<file path="src/rtl/decode_issue.sv">
// decode_issue: decode/issue stage ahead of the integer ALU.
// Register file with writeback bypass, RAW/WAW scoreboard and a one-entry issue register.
module decode_issue #(
    parameter int XLEN  = 32,
    parameter int NREGS = 32
) (
    input  logic            clk_i,
    input  logic            rsn_i,
    input  logic            fetch_valid_i,
    input  logic [XLEN-1:0] fetch_pc_i,
    input  logic [31:0]     fetch_instr_i,
    output logic            fetch_ready_o,
    output logic            alu_valid_o,
    input  logic            alu_ready_i,
    output logic [XLEN-1:0] alu_pc_o,
    output logic [31:0]     alu_instr_o,
    output logic [XLEN-1:0] alu_data_a_o,
    output logic [XLEN-1:0] alu_data_b_o,
    output logic [4:0]      alu_rd_o,
    output logic            alu_wb_en_o,
    output logic            alu_illegal_o,
    input  logic            wb_valid_i,
    input  logic [4:0]      wb_rd_i,
    input  logic [XLEN-1:0] wb_data_i,
    input  logic            flush_i
);

    localparam logic [6:0] OP_REG    = 7'b0110011;
    localparam logic [6:0] OP_IMM    = 7'b0010011;
    localparam logic [6:0] OP_LOAD   = 7'b0000011;
    localparam logic [6:0] OP_STORE  = 7'b0100011;
    localparam logic [6:0] OP_BRANCH = 7'b1100011;
    localparam logic [6:0] OP_SYSTEM = 7'b1110011;
    localparam logic [6:0] OP_JAL    = 7'b1101111;

    logic [XLEN-1:0]  rf_r [NREGS];
    logic [NREGS-1:0] pending_r;
    logic [NREGS-1:0] pending_nxt_s;
    logic [NREGS-1:0] set_vec_s;
    logic [NREGS-1:0] clr_vec_s;

    logic             alu_valid_r;
    logic [XLEN-1:0]  alu_pc_r;
    logic [31:0]      alu_instr_r;
    logic [XLEN-1:0]  alu_data_a_r;
    logic [XLEN-1:0]  alu_data_b_r;
    logic [4:0]       alu_rd_r;
    logic             alu_wb_en_r;
    logic             alu_illegal_r;

    logic [6:0]       opcode_s;
    logic [4:0]       rs1_s;
    logic [4:0]       rs2_s;
    logic [4:0]       rd_s;
    logic             uses_rs1_s;
    logic             uses_rs2_s;
    logic             writes_rd_s;
    logic             illegal_s;
    logic             wb_en_s;
    logic             hazard_s;
    logic             fetch_ready_s;
    logic             accept_s;
    logic [XLEN-1:0]  data_a_s;
    logic [XLEN-1:0]  data_b_s;

    // A pending register stops being busy in the very cycle its writeback arrives.
    function automatic logic reg_busy(
        input logic [NREGS-1:0] pend,
        input logic [4:0]       r,
        input logic             wv,
        input logic [4:0]       wr
    );
        return pend[r] && !(wv && (wr == r));
    endfunction

    function automatic logic [XLEN-1:0] read_operand(
        input logic [4:0]      r,
        input logic [XLEN-1:0] rf_val,
        input logic            wv,
        input logic [4:0]      wr,
        input logic [XLEN-1:0] wd
    );
        logic [XLEN-1:0] val;
        if (r == 5'd0) begin
            val = '0;
        end else if (wv && (wr == r)) begin
            val = wd;
        end else begin
            val = rf_val;
        end
        return val;
    endfunction

    assign opcode_s = fetch_instr_i[6:0];
    assign rs1_s    = fetch_instr_i[19:15];
    assign rs2_s    = fetch_instr_i[24:20];
    assign rd_s     = fetch_instr_i[11:7];

    // Opcode class decode
    always_comb begin
        uses_rs1_s  = 1'b0;
        uses_rs2_s  = 1'b0;
        writes_rd_s = 1'b0;
        illegal_s   = 1'b0;
        case (opcode_s)
            OP_REG: begin
                uses_rs1_s  = 1'b1;
                uses_rs2_s  = 1'b1;
                writes_rd_s = 1'b1;
            end
            OP_IMM, OP_LOAD: begin
                uses_rs1_s  = 1'b1;
                writes_rd_s = 1'b1;
            end
            OP_STORE, OP_BRANCH: begin
                uses_rs1_s = 1'b1;
                uses_rs2_s = 1'b1;
            end
            OP_SYSTEM: begin
                uses_rs1_s = 1'b1;
            end
            OP_JAL: begin
                writes_rd_s = 1'b1;
            end
            default: begin
                illegal_s = 1'b1;
            end
        endcase
    end

    assign wb_en_s = writes_rd_s && (rd_s != 5'd0);

    // Hazard detection, handshake and operand selection
    always_comb begin
        hazard_s = (uses_rs1_s  && reg_busy(pending_r, rs1_s, wb_valid_i, wb_rd_i)) ||
                   (uses_rs2_s  && reg_busy(pending_r, rs2_s, wb_valid_i, wb_rd_i)) ||
                   (writes_rd_s && reg_busy(pending_r, rd_s,  wb_valid_i, wb_rd_i));
        fetch_ready_s = !rsn_i && (!alu_valid_r || alu_ready_i) && !hazard_s && !flush_i;
        accept_s      = fetch_valid_i && fetch_ready_s;
        if (uses_rs1_s) begin
            data_a_s = read_operand(rs1_s, rf_r[rs1_s], wb_valid_i, wb_rd_i, wb_data_i);
        end else begin
            data_a_s = '0;
        end
        if (uses_rs2_s) begin
            data_b_s = read_operand(rs2_s, rf_r[rs2_s], wb_valid_i, wb_rd_i, wb_data_i);
        end else begin
            data_b_s = '0;
        end
    end

    // Scoreboard next state: a new issue to r wins over any clear of r in the same cycle
    always_comb begin
        set_vec_s = '0;
        clr_vec_s = '0;
        if (accept_s && wb_en_s) begin
            set_vec_s[rd_s] = 1'b1;
        end else begin
            set_vec_s = '0;
        end
        if (wb_valid_i && (wb_rd_i != 5'd0)) begin
            clr_vec_s[wb_rd_i] = 1'b1;
        end else begin
            clr_vec_s[0] = 1'b0;
        end
        if (flush_i && alu_valid_r && alu_wb_en_r) begin
            clr_vec_s[alu_rd_r] = 1'b1;
        end else begin
            clr_vec_s[0] = 1'b0;
        end
        pending_nxt_s    = (pending_r & ~clr_vec_s) | set_vec_s;
        pending_nxt_s[0] = 1'b0;
    end

    // Scoreboard register
    always_ff @(posedge clk_i) begin
        if (rsn_i) begin
            pending_r <= '0;
        end else begin
            pending_r <= pending_nxt_s;
        end
    end

    // Architectural register file, written from the writeback port
    always_ff @(posedge clk_i) begin
        if (rsn_i) begin
            for (int i = 0; i < NREGS; i++) begin
                rf_r[i] <= '0;
            end
        end else if (wb_valid_i && (wb_rd_i != 5'd0)) begin
            rf_r[wb_rd_i] <= wb_data_i;
        end
    end

    // Issue register: flush drops, accept loads, consume empties, otherwise hold
    always_ff @(posedge clk_i) begin
        if (rsn_i) begin
            alu_valid_r   <= 1'b0;
            alu_pc_r      <= '0;
            alu_instr_r   <= 32'd0;
            alu_data_a_r  <= '0;
            alu_data_b_r  <= '0;
            alu_rd_r      <= 5'd0;
            alu_wb_en_r   <= 1'b0;
            alu_illegal_r <= 1'b0;
        end else if (flush_i) begin
            alu_valid_r <= 1'b0;
        end else if (accept_s) begin
            alu_valid_r   <= 1'b1;
            alu_pc_r      <= fetch_pc_i;
            alu_instr_r   <= fetch_instr_i;
            alu_data_a_r  <= data_a_s;
            alu_data_b_r  <= data_b_s;
            alu_rd_r      <= rd_s;
            alu_wb_en_r   <= wb_en_s;
            alu_illegal_r <= illegal_s;
        end else if (alu_ready_i) begin
            alu_valid_r <= 1'b0;
        end
    end

    assign fetch_ready_o = fetch_ready_s;
    assign alu_valid_o   = alu_valid_r;
    assign alu_pc_o      = alu_pc_r;
    assign alu_instr_o   = alu_instr_r;
    assign alu_data_a_o  = alu_data_a_r;
    assign alu_data_b_o  = alu_data_b_r;
    assign alu_rd_o      = alu_rd_r;
    assign alu_wb_en_o   = alu_wb_en_r;
    assign alu_illegal_o = alu_illegal_r;

    decode_issue_chk #(.NREGS(NREGS)) u_chk (
        .clk         (clk_i),
        .rst         (rsn_i),
        .pending     (pending_r),
        .fetch_ready (fetch_ready_s),
        .alu_valid   (alu_valid_r),
        .alu_rd      (alu_rd_r),
        .alu_wb_en   (alu_wb_en_r),
        .alu_illegal (alu_illegal_r)
    );

endmodule

// decode_issue_chk: structural invariants of the issue stage.
module decode_issue_chk #(
    parameter int NREGS = 32
) (
    input logic             clk,
    input logic             rst,
    input logic [NREGS-1:0] pending,
    input logic             fetch_ready,
    input logic             alu_valid,
    input logic [4:0]       alu_rd,
    input logic             alu_wb_en,
    input logic             alu_illegal
);

    // Invariants sampled on every rising edge
    always @(posedge clk) begin
        assert (!(rst && fetch_ready)) else $error("decode_issue: ready asserted in reset");
        if (!rst) begin
            assert (!pending[0]) else $error("decode_issue: x0 marked pending");
            assert (!(alu_illegal && alu_wb_en)) else $error("decode_issue: illegal op writes rd");
            assert (!(alu_valid && alu_wb_en && (alu_rd == 5'd0)))
                else $error("decode_issue: write enable on x0");
        end
    end

endmodule

</file>
<file path="config.mk">
export PLATFORM = sky130hd
export DESIGN_NAME = decode_issue
export DESIGN_NICKNAME = d
export VERILOG_FILES = /design/src/rtl/decode_issue.sv
export SDC_FILE = /design/constraint.sdc
export NUM_CORES = 2
export LEC_CHECK = 0
export CAP_MARGIN = 25
export CORE_MARGIN = 2
export CORE_UTILIZATION = 30
export CTS_CLUSTER_DIAMETER = 40
export DETAILED_ROUTE_END_ITERATION = 7
export PLACE_DENSITY_LB_ADDON = 0.1
export SLEW_MARGIN = 20
export SYNTH_ARGS = -nofsm -noshare
export SYNTH_HDL_FRONTEND = slang
export SYNTH_SLANG_ARGS = --single-unit
export TNS_END_PERCENT = 100
</file>
<file path="constraint.sdc">
create_clock -name clk_i -period 5 [get_ports clk_i]
set_input_delay 1 -clock clk_i [delete_from_list [all_inputs] [get_ports clk_i]]
set_output_delay 1 -clock clk_i [all_outputs]
set_load 0.05 [all_outputs]
</file>
==> reports/results.ini <==
[run_status]
run_status = completed

[clock_tree]
clk_path_buf_depth = 3
clock_tree_from_tritoncts = built
ctsHoldBuffers = 0
clock_sink_count = 1186
cts.root.buffer_cell = clkbuf_16
clock_tree.htree_level_count = 4
clock_buffer_count_from_cts = 238
worst_setup_hold_path_clk_slew_ps = 50
post_cts_buffers = 0
worstSkewPairLatency_ps = 870
cts.repair.resized = 0

[routing]
first_drt_iteration_drcs = 4289
post-route-drc-count = 0
drt-total-wl_um = 258000
route.antenna.remaining_nets = 0
vias_per_cell = 5.48
drt_pre_antenna_iters = 5
routed-via-count = 41717
drt-wirelength-per-cell_um = 33.9

[global_routing]
first_global_vias = 42394
groute.usage.overall = 0.243
grtUsageMet1 = 0.347
grt_max_degree = 106
grt_antenna_before_repair = 31
global_route.peak_usage_layer = met2
grt_use_met3 = 0.0422
grt_overflow_total = 0
global_route.usage.met2 = 0.381
grt_first_pass_wirelength_um = 354000

[logic_synthesis]
synth_sequential_area_ratio = 0.549
synth_area_per_cell_um2 = 14.1
synth-edff-count = 1024
syn-cell-area_um2 = 61900
synth.lib_cells_used.distinct = 58
synth_top_area_cell = edfxtp_1
synth_top_cells_by_area = edfxtp_1, mux4_2, and2_1
yosys.area_share.adder = 0
synth_simple_gate_area_frac = 0.144
synth_compound_area_frac = 0.0444
synth_top_family_by_area = multiplexers
synth-seq-cells = 1186
synth_top_area_share = 0.496
synthFlopType = edfxtp_1
yosys-mux-area-fraction = 0.228
ys_warn_count = 0
async_flop_share = 0
post_synth_inst_count = 4392
synth_area_in_xor_xnor = 0.00212

[placement]
dp.final_hpwl_um = 157000
port_buffers = 243
gp_congestion = 0.816
dp.cells = 7137
dpl_cell_area_um2 = 68700

[setup_path]
endpoint_kind = output port
worstPathCellList = clkdlybuf4s50_1, nor3b_1, a221oi_1, o221ai_1, o211ai_1, and4_1, buf_4
depth_of_the_most_critical_reg_to_reg_path = 7
worst_setup_path_start_kind = primary input
crit_path_max_fanout = 11
critical_path.max_stage_delay_ps = 700
ws_path_type = in -> out
critical_path.slowest_cell = clkdlybuf4s50_1
timing.critical_path.arrival_ps = 3310
worstPathRequired_ps = 4000

[final_layout]
multi_input_area_um2 = 26400
most_common_cell_after_layout_fill_and_taps_aside = edfxtp_1
areaGrowthSynthToFinish_pct = 24.7
utilization = 0.377
number_of_non_filler_instances_in_the_completed_layout = 7610
most-common-layout-cells = edfxtp_1, and2_1, mux4_2
final_net_count = 4796
area.sequential_um2 = 34000
post_route_cells_drive_above_1_share = 0.290
stdcell_area_um2 = 77300
nFillCells = 19257

[floorplan]
initial_core_util = 0.302
dieArea_um2 = 210000
floorplan.rows = 166
die_y_um = 458
die_x_um = 458
floorplan.io_pins = 244
core_region_area_um2 = 205000

[timing]
final-hold-violation-count = 0
maxSlewViolCount = 0
finalSetupViolCount = 0
finalClockSkew_ps = 54.4
setup-tns-final_ps = 0
timing.final.crit_share = 0.862
fmax_mhz = 232
grt_setup_unrepaired = no
worst_pin_slew_ps = 972
period_needed_ps = 4310
max_slew_margin = 0.350

[run]
maxCapViolCount = 0

[power_and_ir_drop]
report.power.total_mw = 31.4
cellLeakagePower_nw = 27.0
power_per_cell_area_nw_per_um2 = 406
max-vdd-ir-drop_v = 0.000329

[min_path]
holdPathStages = 2
worst_hold_path_type = reg -> reg

## final timing paths
kind	end	slack [ps]	start
worst max register to register	alu_data_b_o[15]$_SDFFE_PP0P_	1990	pending_r[23]$_SDFF_PP0_
worst max-delay path	fetch_ready_o	690	fetch_instr_i[9]
worst min register to register	alu_data_a_o[9]$_SDFFE_PP0P_	460	alu_data_a_o[9]$_SDFFE_PP0P_
worst min-delay path	alu_data_a_o[9]$_SDFFE_PP0P_	460	alu_data_a_o[9]$_SDFFE_PP0P_
## flip-flops by register name, summed over array words and instances, names as in the netlist
signal,cells
alu_pc_o,32
alu_instr_o,32
alu_data_b_o,32
rf_r,1024
alu_wb_en_o,1
pending_r,31
alu_valid_o,1
alu_data_a_o,32
alu_illegal_o,1
## critical path, delay by kind of cell
family          cells  cell delay [ps]
buf+inv             2              890
simple gates        2              830
compound gates      3              590
## cells by family after synthesis
group / after synthesis
other: 1
buffers and inverters: 491
muxes: 765
DFF: 1186
xor gates and xnor gates: 15
and+or+nand+nor: 1536
AOI/OAI and AO/OA: 398
## routing by layer
| layer | vias up | routed length [um] |
|---|---|---|
| met5 | - | 27 |
| met4 | 4 | 6370 |
| met3 | 344 | 16800 |
| met2 | 1777 | 118000 |
| met1 | 22186 | 117000 |
| li1 | 17406 | - |
## area by class of cell
cell class,count,area share
Tap cell,2688,0.0435
Timing Repair Buffer,491,0.0620
Clock inverter,167,0.0275
Multi-Input combinational cell,2746,0.342
Inverter,26,0.00133
Antenna cell,16,0.000518
Clock buffer,290,0.0835
Sequential cell,1186,0.440
## power breakdown
| group | internal (mW) | switching (mW) | leakage [nW] |
|---|---|---|---|
| clock network | 11.1 | 5.79 | 4.07 |
| logic | 1.21 | 1.76 | 11.8 |
| registers | 11.3 | 0.248 | 11.1 |
| total | 23.6 | 7.80 | 27.0 |
## cells in the mapped netlist (16+ instances only)
cell type and instances:
a211oi_1 21, nor2b_1 82, buf_2 72, a31oi_1 22, buf_1 40, nand2_1 216
dfxtp_1 162, a32oi_1 38, mux2i_1 115, edfxtp_1 1024, o211ai_1 34, a21oi_1 35
o21ai_0 47, and2_1 1015, nand3_1 62, mux2_2 132, o22ai_1 128, buf_4 16
mux4_2 496, o221ai_1 21, clkbuf_1 333, mux2_4 22, nor2_1 58, inv_1 25
nor4_1 34
## metrics by stage
stage	hold slack, ps	worst slack [ps]
final	459	688
after global routing	481	559
after CTS	463	667
after detailed placement	455	573
after global placement	449	601
after floorplan	495	399
Note: power is estimated with default switching activity, not from simulation.
